## config.mk

```make
export PLATFORM = sky130hd
export DESIGN_NAME = mux_sel_arbiter
export DESIGN_NICKNAME = d
export VERILOG_FILES = /design/src/rtl/mux_sel_arbiter.sv
export SDC_FILE = /design/constraint.sdc
export NUM_CORES = 1
export LEC_CHECK = 0
export ABC_AREA = 1
export BUFFER_PORTS_ARGS = -buffer_cell sky130_fd_sc_hd__buf_2
export CAP_MARGIN = 10
export CORE_ASPECT_RATIO = 1.5
export CORE_MARGIN = 3
export CORE_UTILIZATION = 30
export CTS_CLUSTER_DIAMETER = 150
export CTS_CLUSTER_SIZE = 40
export DETAILED_ROUTE_END_ITERATION = 12
export GPL_ROUTABILITY_DRIVEN = 0
export PLACE_DENSITY_LB_ADDON = 0.3
export SLEW_MARGIN = 40
export SYNTH_ARGS = -nofsm -noshare
export SYNTH_HDL_FRONTEND = slang
export SYNTH_SLANG_ARGS = --single-unit
```

## constraint.sdc

```tcl
create_clock -name clk -period 4.05 [get_ports clk]
set_input_delay 0.6075 -clock clk [delete_from_list [all_inputs] [get_ports clk]]
set_output_delay 0.6075 -clock clk [all_outputs]
set_load 0.005 [all_outputs]
```

## src/rtl/mux_sel_arbiter.sv

```systemverilog
// rtl/mux_sel_arbiter.sv - round-robin burst-limited 2:1 valid/ready arbiter with registered output
module mux_sel_arbiter #(
  parameter int WIDTH     = 8,
  parameter int MAX_BURST = 4
) (
  input  logic             clk,
  input  logic             rst_n,
  input  logic             a_valid,
  output logic             a_ready,
  input  logic [WIDTH-1:0] a_data,
  input  logic             b_valid,
  output logic             b_ready,
  input  logic [WIDTH-1:0] b_data,
  output logic             out_valid,
  input  logic             out_ready,
  output logic [WIDTH-1:0] out_data,
  output logic             sel
);

  // Burst limit expressed in the width of the beat counter.
  localparam logic [3:0] MAX_CNT = 4'(MAX_BURST);

  // Source encodings match the sel output: 0 = A, 1 = B.
  localparam logic SRC_A = 1'b0;
  localparam logic SRC_B = 1'b1;

  typedef enum logic [1:0] {
    IDLE  = 2'd0,
    OWN_A = 2'd1,
    OWN_B = 2'd2
  } state_t;

  state_t     state;
  state_t     state_nxt;
  logic [3:0] cnt;
  logic [3:0] cnt_nxt;
  logic       last;
  logic       last_nxt;
  logic       grant;
  logic       load_en;
  logic       any_valid;
  logic       owner_granted;

  // The output register may be refilled when it is empty or being consumed.
  assign load_en   = !out_valid || out_ready;
  assign any_valid = a_valid || b_valid;

  // Grant choice: a lone requester always wins; under contention the owner
  // keeps the grant until its burst budget is spent, and from IDLE the source
  // that was not served last goes first.
  always_comb begin
    grant = SRC_A;
    if (a_valid && b_valid) begin
      case (state)
        OWN_A:   grant = (cnt < MAX_CNT) ? SRC_A : SRC_B;
        OWN_B:   grant = (cnt < MAX_CNT) ? SRC_B : SRC_A;
        default: grant = ~last;
      endcase
    end else if (b_valid) begin
      grant = SRC_B;
    end
  end

  // Ready is only offered to the granted source, so the two are exclusive.
  assign a_ready = load_en && a_valid && (grant == SRC_A);
  assign b_ready = load_en && b_valid && (grant == SRC_B);

  // True when the granted source is the one that currently owns the output.
  assign owner_granted = ((state == OWN_A) && (grant == SRC_A)) ||
                         ((state == OWN_B) && (grant == SRC_B));

  // Arbitration state register: owner, burst count and last-served source.
  always_ff @(posedge clk or negedge rst_n) begin
    if (!rst_n) begin
      state <= IDLE;
      cnt   <= 4'd0;
      last  <= SRC_B;
    end else begin
      state <= state_nxt;
      cnt   <= cnt_nxt;
      last  <= last_nxt;
    end
  end

  // Next owner/count/last; nothing moves while the output is stalled.
  always_comb begin
    state_nxt = state;
    cnt_nxt   = cnt;
    last_nxt  = last;
    if (load_en) begin
      if (!any_valid) begin
        state_nxt = IDLE;
        cnt_nxt   = 4'd0;
      end else begin
        last_nxt = grant;
        if (owner_granted) begin
          cnt_nxt = (cnt >= MAX_CNT) ? MAX_CNT : cnt + 4'd1;
        end else begin
          cnt_nxt   = 4'd1;
          state_nxt = (grant == SRC_B) ? OWN_B : OWN_A;
        end
      end
    end
  end

  // Output register: capture the granted beat, drain when nothing is offered,
  // hold everything while the consumer stalls.
  always_ff @(posedge clk or negedge rst_n) begin
    if (!rst_n) begin
      out_valid <= 1'b0;
      out_data  <= '0;
      sel       <= SRC_A;
    end else if (load_en) begin
      if (any_valid) begin
        out_valid <= 1'b1;
        out_data  <= (grant == SRC_B) ? b_data : a_data;
        sel       <= grant;
      end else begin
        out_valid <= 1'b0;
      end
    end
  end

endmodule

```

==> results.ini, run 1 <==
[timing]
fin_ws_ns=1.52
setup-tns-final_ns=0
worst_pin_slew_ns=0.422
clock.fmax_ghz=0.395
hold_viol_final=0
setup_viol=0
fin_crit_sh=0.625
rsz0062_at_grt=no
slew_headroom=0.718
finalCriticalPeriod_ns=2.53
maxSlewViolCount=0
fin_skew_ns=0.00287
worst_hold_slack_ns=0.266

[clock_tree]
cts.sinks=17
clkTransAtPathRegs_ns=0.06
cts_tree=built
cts_buffer_depth=2
ctsResizeCount=0
cts_buffers=3
cts_root_buf=clkbuf_8
post-cts-setup-buffers=0
hold_buffers=0
h-tree-depth=1
clk_latency_ns=0.25

[floorplan]
dieHeight_um=76.2
rows=24
design.core.area_um2=3030
floorplan.initialDensity=0.325
dieArea_um2=4020
pin_count=33
die_w_um=52.8

[worst_setup_path]
startpoint_type=register
critPathLaunch=state[0]
cp-end-kind=primary output
cp_max_fo=12
path_class=register to primary output
cp-endpoint=a_ready
r2r_cells=8
cp.required_ns=3.44
reg2reg_from=state[0]
rr_endpoint=out_data[7]
rrSetupSlack_ns=2.30
arrival_ns=1.92

[route]
vias=802
wl_met2_um=1100
drtIter0Drc=15
wire_per_inst_um=11.2
first_pass_iters=4
drc=0
wl_um=2040
antenna_left=0
via_per_inst=4.41
top_layer_used=met4
wl_met3_um=108
wirelength_met1_um=811

[yosys]
yosys-top-cells-count=22 x nand2_1, 17 x o21ai_2, 16 x dfrtp_1, 13 x inv_1, 11 x nor2_1
yosysWarnings=0
ys.flop_type=dfrtp_1
synth_top_cell_by_area=dfrtp_1
synth.most_common_cell=nand2_1
yosysSeqAreaShare=0.433
synth_nets=134
ys_types=22
synthCells=109
synth_edf_count=0
synth_top_area_share=0.406
synth_seq_cells=17
async_reset_ff_frac=1.00
syn_area_per_cell_um2=9.05
netlist_top_cells_area=dfrtp_1 41%, o21ai_2 15%, nand2_1 8.4%, ha_1 5.1%, inv_1 4.9%
synth_area_um2=986

[pwr]
pwr-share-comb=0.413
p_int_mw=0.388
power_switching_mw=0.240
power_density_nw_per_um2=518
finalPower_mw=0.628
swShare=0.382
clkPwrFrac=0.196
ir_drop_mv=0.257
pwr-share-seq=0.391
p_leak_nw=0.630

[placement]
dpl.hpwl_um=1640
post-place-ws_ns=1.77
port_buffers=32

[global_routing]
grt_pass1_vias=831
grt_pass1_wl_um=3610
grt_max_degree=18
grt_util_all_layers=0.118
antenna_found_initial=0
grt-ovfl-total=0

[hold_path]
holdCritPathClass=primary input to async pin

[run_status]
status=finished, final reports clean

[layout]
area_growth_pct=23.0
drive_above_1_share=0.469
final_core_util=0.400
antenna_cells=0
nets=169

[run]
max_cap_viol_count=0

## routing by layer
layer  global-route usage  vias to the layer above
li1                     -                      409
met1                0.132                      372
met2                0.205                       19
met3               0.0294                        2
met4               0.0460                        0
met5                    0                        -
## critical path: stages, from the launching register on
cell	delay [ns]
dfrtp_1	0.37
inv_1	0.07
ha_1	0.31
a21oi_1	0.19
nand2_2	0.10
nand2_4	0.21
inv_2	0.15
nor3_1	0.14
buf_2	0.14
## power by group through the flow
stage          clock network [mW]  registers [mW]  logic, mW
6_report                    0.123           0.246      0.259
5_1_grt                     0.136           0.252      0.303
4_1_cts                     0.129           0.246      0.269
3_5_place_dp                    0           0.248      0.267
3_3_place_gp                    0           0.248      0.259
2_1_floorplan                   0           0.246      0.201
## state kept, by name (all words and copies together), names as in the netlist
name and cells:
sel 1, out_valid 1, cnt 4, last 1, state 2, out_data 8
## worst min-delay path by stage
stage | start | endpoint | slack [ns] | depth (start not counted)
floorplan | rst_n | cnt[0] | 0.31 | 0
global placement | out_data[5] | out_data[5] | 0.47 | 2
detailed placement | out_data[1] | out_data[1] | 0.47 | 2
CTS | rst_n | out_valid | 0.28 | 1
global route | rst_n | out_valid | 0.30 | 1
finish | rst_n | out_valid | 0.27 | 1
## metrics by stage
step | cell area (um2) | instances
finish | 1210 | 182
global route | 1210 | 182
CTS | 1210 | 182
detailed placement | 1170 | 178
global placement | 1170 | 178
floorplan | 986 | 109
## kinds of logic after synthesis
kind of cell | synth area share
AND/OR/NAND/NOR | 0.253
buffers and inverters | 0.0888
flip-flops | 0.433
AO/OA/AOI/OAI | 0.175
adder cells (fa/ha/maj) | 0.0508
## area by class of cell
class	instances	area [um2]
well taps	39	48.8
fillers	328	1820
multi-input cells	74	472
clock buffers	4	45.0
inverters	16	60.1
flip-flops and latches	17	427
repair buffers	32	160
## cells in the final DEF, fill, tap and decap left out
cell	count
a21oi_1	1
buf_2	32
clkbuf_1	1
clkbuf_8	3
dfrtp_1	16
dfstp_2	1
ha_1	4
inv_1	13
inv_2	3
nand2_1	22
nand2_2	4
nand2_4	1
nand3_1	4
nand3_2	2
nor2_1	11
nor2_2	2
nor2_4	1
nor2_8	1
nor3_1	1
o211ai_1	1
o21ai_1	1
o21ai_2	17
o22ai_1	1
(Power assumes the default switching activity.)
==> inputs of run 2 (changes only) <==
--- a/config.mk
+++ b/config.mk
@@ -5,7 +5,7 @@
 export SDC_FILE = /design/constraint.sdc
 export NUM_CORES = 1
 export LEC_CHECK = 0
-export ABC_AREA = 1
+export ABC_AREA = 0
 export BUFFER_PORTS_ARGS = -buffer_cell sky130_fd_sc_hd__buf_2
 export CAP_MARGIN = 10
 export CORE_ASPECT_RATIO = 1.5
==> constraint.sdc (replaced) <==
create_clock -name clk -period 2.4 [get_ports clk]
set_input_delay 0.36 -clock clk [delete_from_list [all_inputs] [get_ports clk]]
set_output_delay 0.36 -clock clk [all_outputs]
set_load 0.005 [all_outputs]
==> run 2 against run 1 <==
Compared with the run above:
- first-iteration DRC count down 73%
- die area down 7.7%
- critical endpoint unchanged
- critical path type unchanged
- cell count down 11%
- clock-buffer cell count down 1
- worst setup slack worse by 1.4 ns
- area after synthesis down 8.5%
- synthesized cell count down 18%
- global-route usage up 0.59 points
- largest cell class unchanged
- critical path depth down 1
==> results.ini, run 2 <==
[run_status]
status=finished, final reports clean

[layout]
largest_register_ffs=8
layout_common_cells=32 x buf_2, 16 x dfrtp_1, 11 x nand2_1, 9 x mux2i_1, 8 x o21ai_0
nets=151
final_common_cell=buf_2
largest-register=out_data
fin_cells=162
area_growth_pct=29.8
antenna_cells=0
drive_above_1_share=0.352
reg_top3=out_data (8), cnt (4), state (2)

[floorplan]
pin_count=33
die_w_um=50.8
dieHeight_um=73.2
dieArea_um2=3710
floorplan.initialDensity=0.327
design.core.area_um2=2760
rows=23

[route]
wire_per_inst_um=11.9
wl_um=1930
drc=0
vias=788
first_pass_iters=4
drtIter0Drc=4
via_per_inst=4.86
antenna_left=0

[worst_setup_path]
slowest_stage=dfrtp_1
cp-end-kind=primary output
path_class=register to primary output
arrival_ns=1.87
crit_chain=inv_1, ha_1, o21ai_1, mux2i_1, o31ai_4, and3_1, buf_2
cp_max_fo=6
startpoint_type=register
max_stage_delay_ns=0.44
cp.required_ns=2.04

[timing]
slew_headroom=0.533
hold_viol_final=0
setup_viol=0
setup-tns-final_ns=0
clock.fmax_ghz=0.448
rsz0062_at_grt=no
fin_crit_sh=0.930
worst_pin_slew_ns=0.696
maxSlewViolCount=0
fin_skew_ns=0.00515
finalCriticalPeriod_ns=2.23

[yosys]
synth.most_common_cell=dfrtp_1
ys_types=27
synth_area_um2=902
netlist_top_cells_area=dfrtp_1 44%, mux2i_1 10%, ha_1 5.5%, o21ai_0 5.0%, nand2_1 4.6%
synthCells=89
ys.flop_type=dfrtp_1
synth_nets=114
synth_seq_cells=17
synth_top_cell_by_area=dfrtp_1
async_reset_ff_frac=1.00
synth_top_area_share=0.444
yosysWarnings=0
synth_edf_count=0
yosysSeqAreaShare=0.473
syn_area_per_cell_um2=10.1
yosys-top-cells-count=16 x dfrtp_1, 11 x nand2_1, 9 x mux2i_1, 9 x o21ai_0, 6 x o21ai_1

[hold_path]
holdCritPathClass=primary input to async pin

[pwr]
clkPwrFrac=0.191
pwr-share-seq=0.389
ir_drop_mv=0.395
p_leak_nw=0.597
power_density_nw_per_um2=940
p_int_mw=0.721
power_switching_mw=0.381
swShare=0.346
pwr-share-comb=0.420

[clock_tree]
cts_tree=built
clk_latency_ns=0.25
cts.sinks=17
cts_root_buf=clkbuf_8
cts_buffer_depth=2
h-tree-depth=1
clkTransAtPathRegs_ns=0.07
hold_buffers=0
cts_buffers=3

[global_routing]
grt_pass1_vias=784
antenna_found_initial=0
grt-ovfl-total=0
grt_util_all_layers=0.124
grt_max_degree=18
grt_pass1_wl_um=3480

[run]
max_cap_viol_count=0

[placement]
dpl.hpwl_um=1520
port_buffers=32
place_inst=157

run 2: cell types whose count changed after synthesis, sizes merged, moves of 3 or more:
cell / change
o21ai: -3
nand3: -6
nand2: -16
mux2i: +9
nor2: -9
inv: -12
run 2: cell type report:
| class | instances | area (um2) |
|---|---|---|
| well taps | 37 | 46.3 |
| inverters | 4 | 15.0 |
| fillers | 304 | 1590 |
| clock buffers | 3 | 41.3 |
| flip-flops and latches | 17 | 427 |
| clock inverters | 1 | 5.00 |
| repair buffers | 35 | 183 |
| multi-input cells | 65 | 454 |
run 2: cell families (layout without fill, tap and decap cells):
family	Yosys count	count (layout)	share of synthesized area
adders and majority gates	4	4	0.0555
and+or+nand+nor	26	26	0.147
muxes	9	9	0.0999
buffers and inverters	7	43	0.0374
DFF	17	17	0.473
AOI/OAI and AO/OA	26	26	0.187
run 2: path summary, 6_finish.rpt:
| check | to | from | cells after the start | slack, ns |
|---|---|---|---|---|
| worst max-delay path | a_ready | state[1] | 7 | 0.17 |
| min in group clk | out_data[7] | b_data[7] | 3 | 0.38 |
| max in group asynchronous | last | rst_n | 1 | 2.06 |
| worst min register to register | sel | sel | 1 | 0.48 |
| worst max register to register | out_data[0] | state[1] | 8 | 0.42 |
| worst min-delay path | cnt[2] | rst_n | 1 | 0.02 |
run 2: through the flow:
stage	setup WS, ns	hold slack [ns]	utilization	cell area [um2]	total power, mW
finish	0.169	0.0194	0.424	1170	1.10
global route	0.0131	0.0431	0.424	1170	1.21
CTS	0.105	0.0311	0.417	1150	1.09
detailed placement	0.351	0.312	0.400	1100	0.865
global placement	0.425	0.307	0.400	1100	0.845
floorplan	0.418	0.0644	-	902	0.735
run 2: worst max-delay path, delay by kind of cell (launching register included):
kind	cells	cell delay (ns)
AOI/OAI and AO/OA	2	0.47
DFF	1	0.44
adders and majority gates	1	0.21
and+or+nand+nor	1	0.21
buffers and inverters	2	0.18
muxes	1	0.12
run 2: power by group through the flow:
stage | Clock, mW | Sequential [mW] | Combinational, mW
floorplan | 0 | 0.423 | 0.312
global placement | 0 | 0.429 | 0.416
detailed placement | 0 | 0.431 | 0.434
CTS | 0.223 | 0.426 | 0.437
global route | 0.235 | 0.443 | 0.534
finish | 0.211 | 0.428 | 0.462
run 2: repair_timing:
action | CTS | global route
gates resized for setup | 0 | 1
setup endpoints to repair | 0 | 1
setup buffers | 0 | 1
run 2: per-layer routing:
| metal | wire length (um) | vias to the layer above | global-route usage | share of wire |
|---|---|---|---|---|
| met1 | 816 | 364 | 0.149 | 0.42 |
| met3 | 151 | 5 | 0.0327 | 0.078 |
| met2 | 916 | 34 | 0.201 | 0.48 |
| met5 | 0 | - | 0 | 0 |
| li1 | - | 385 | - | - |
| met4 | 40 | 0 | 0.0659 | 0.021 |
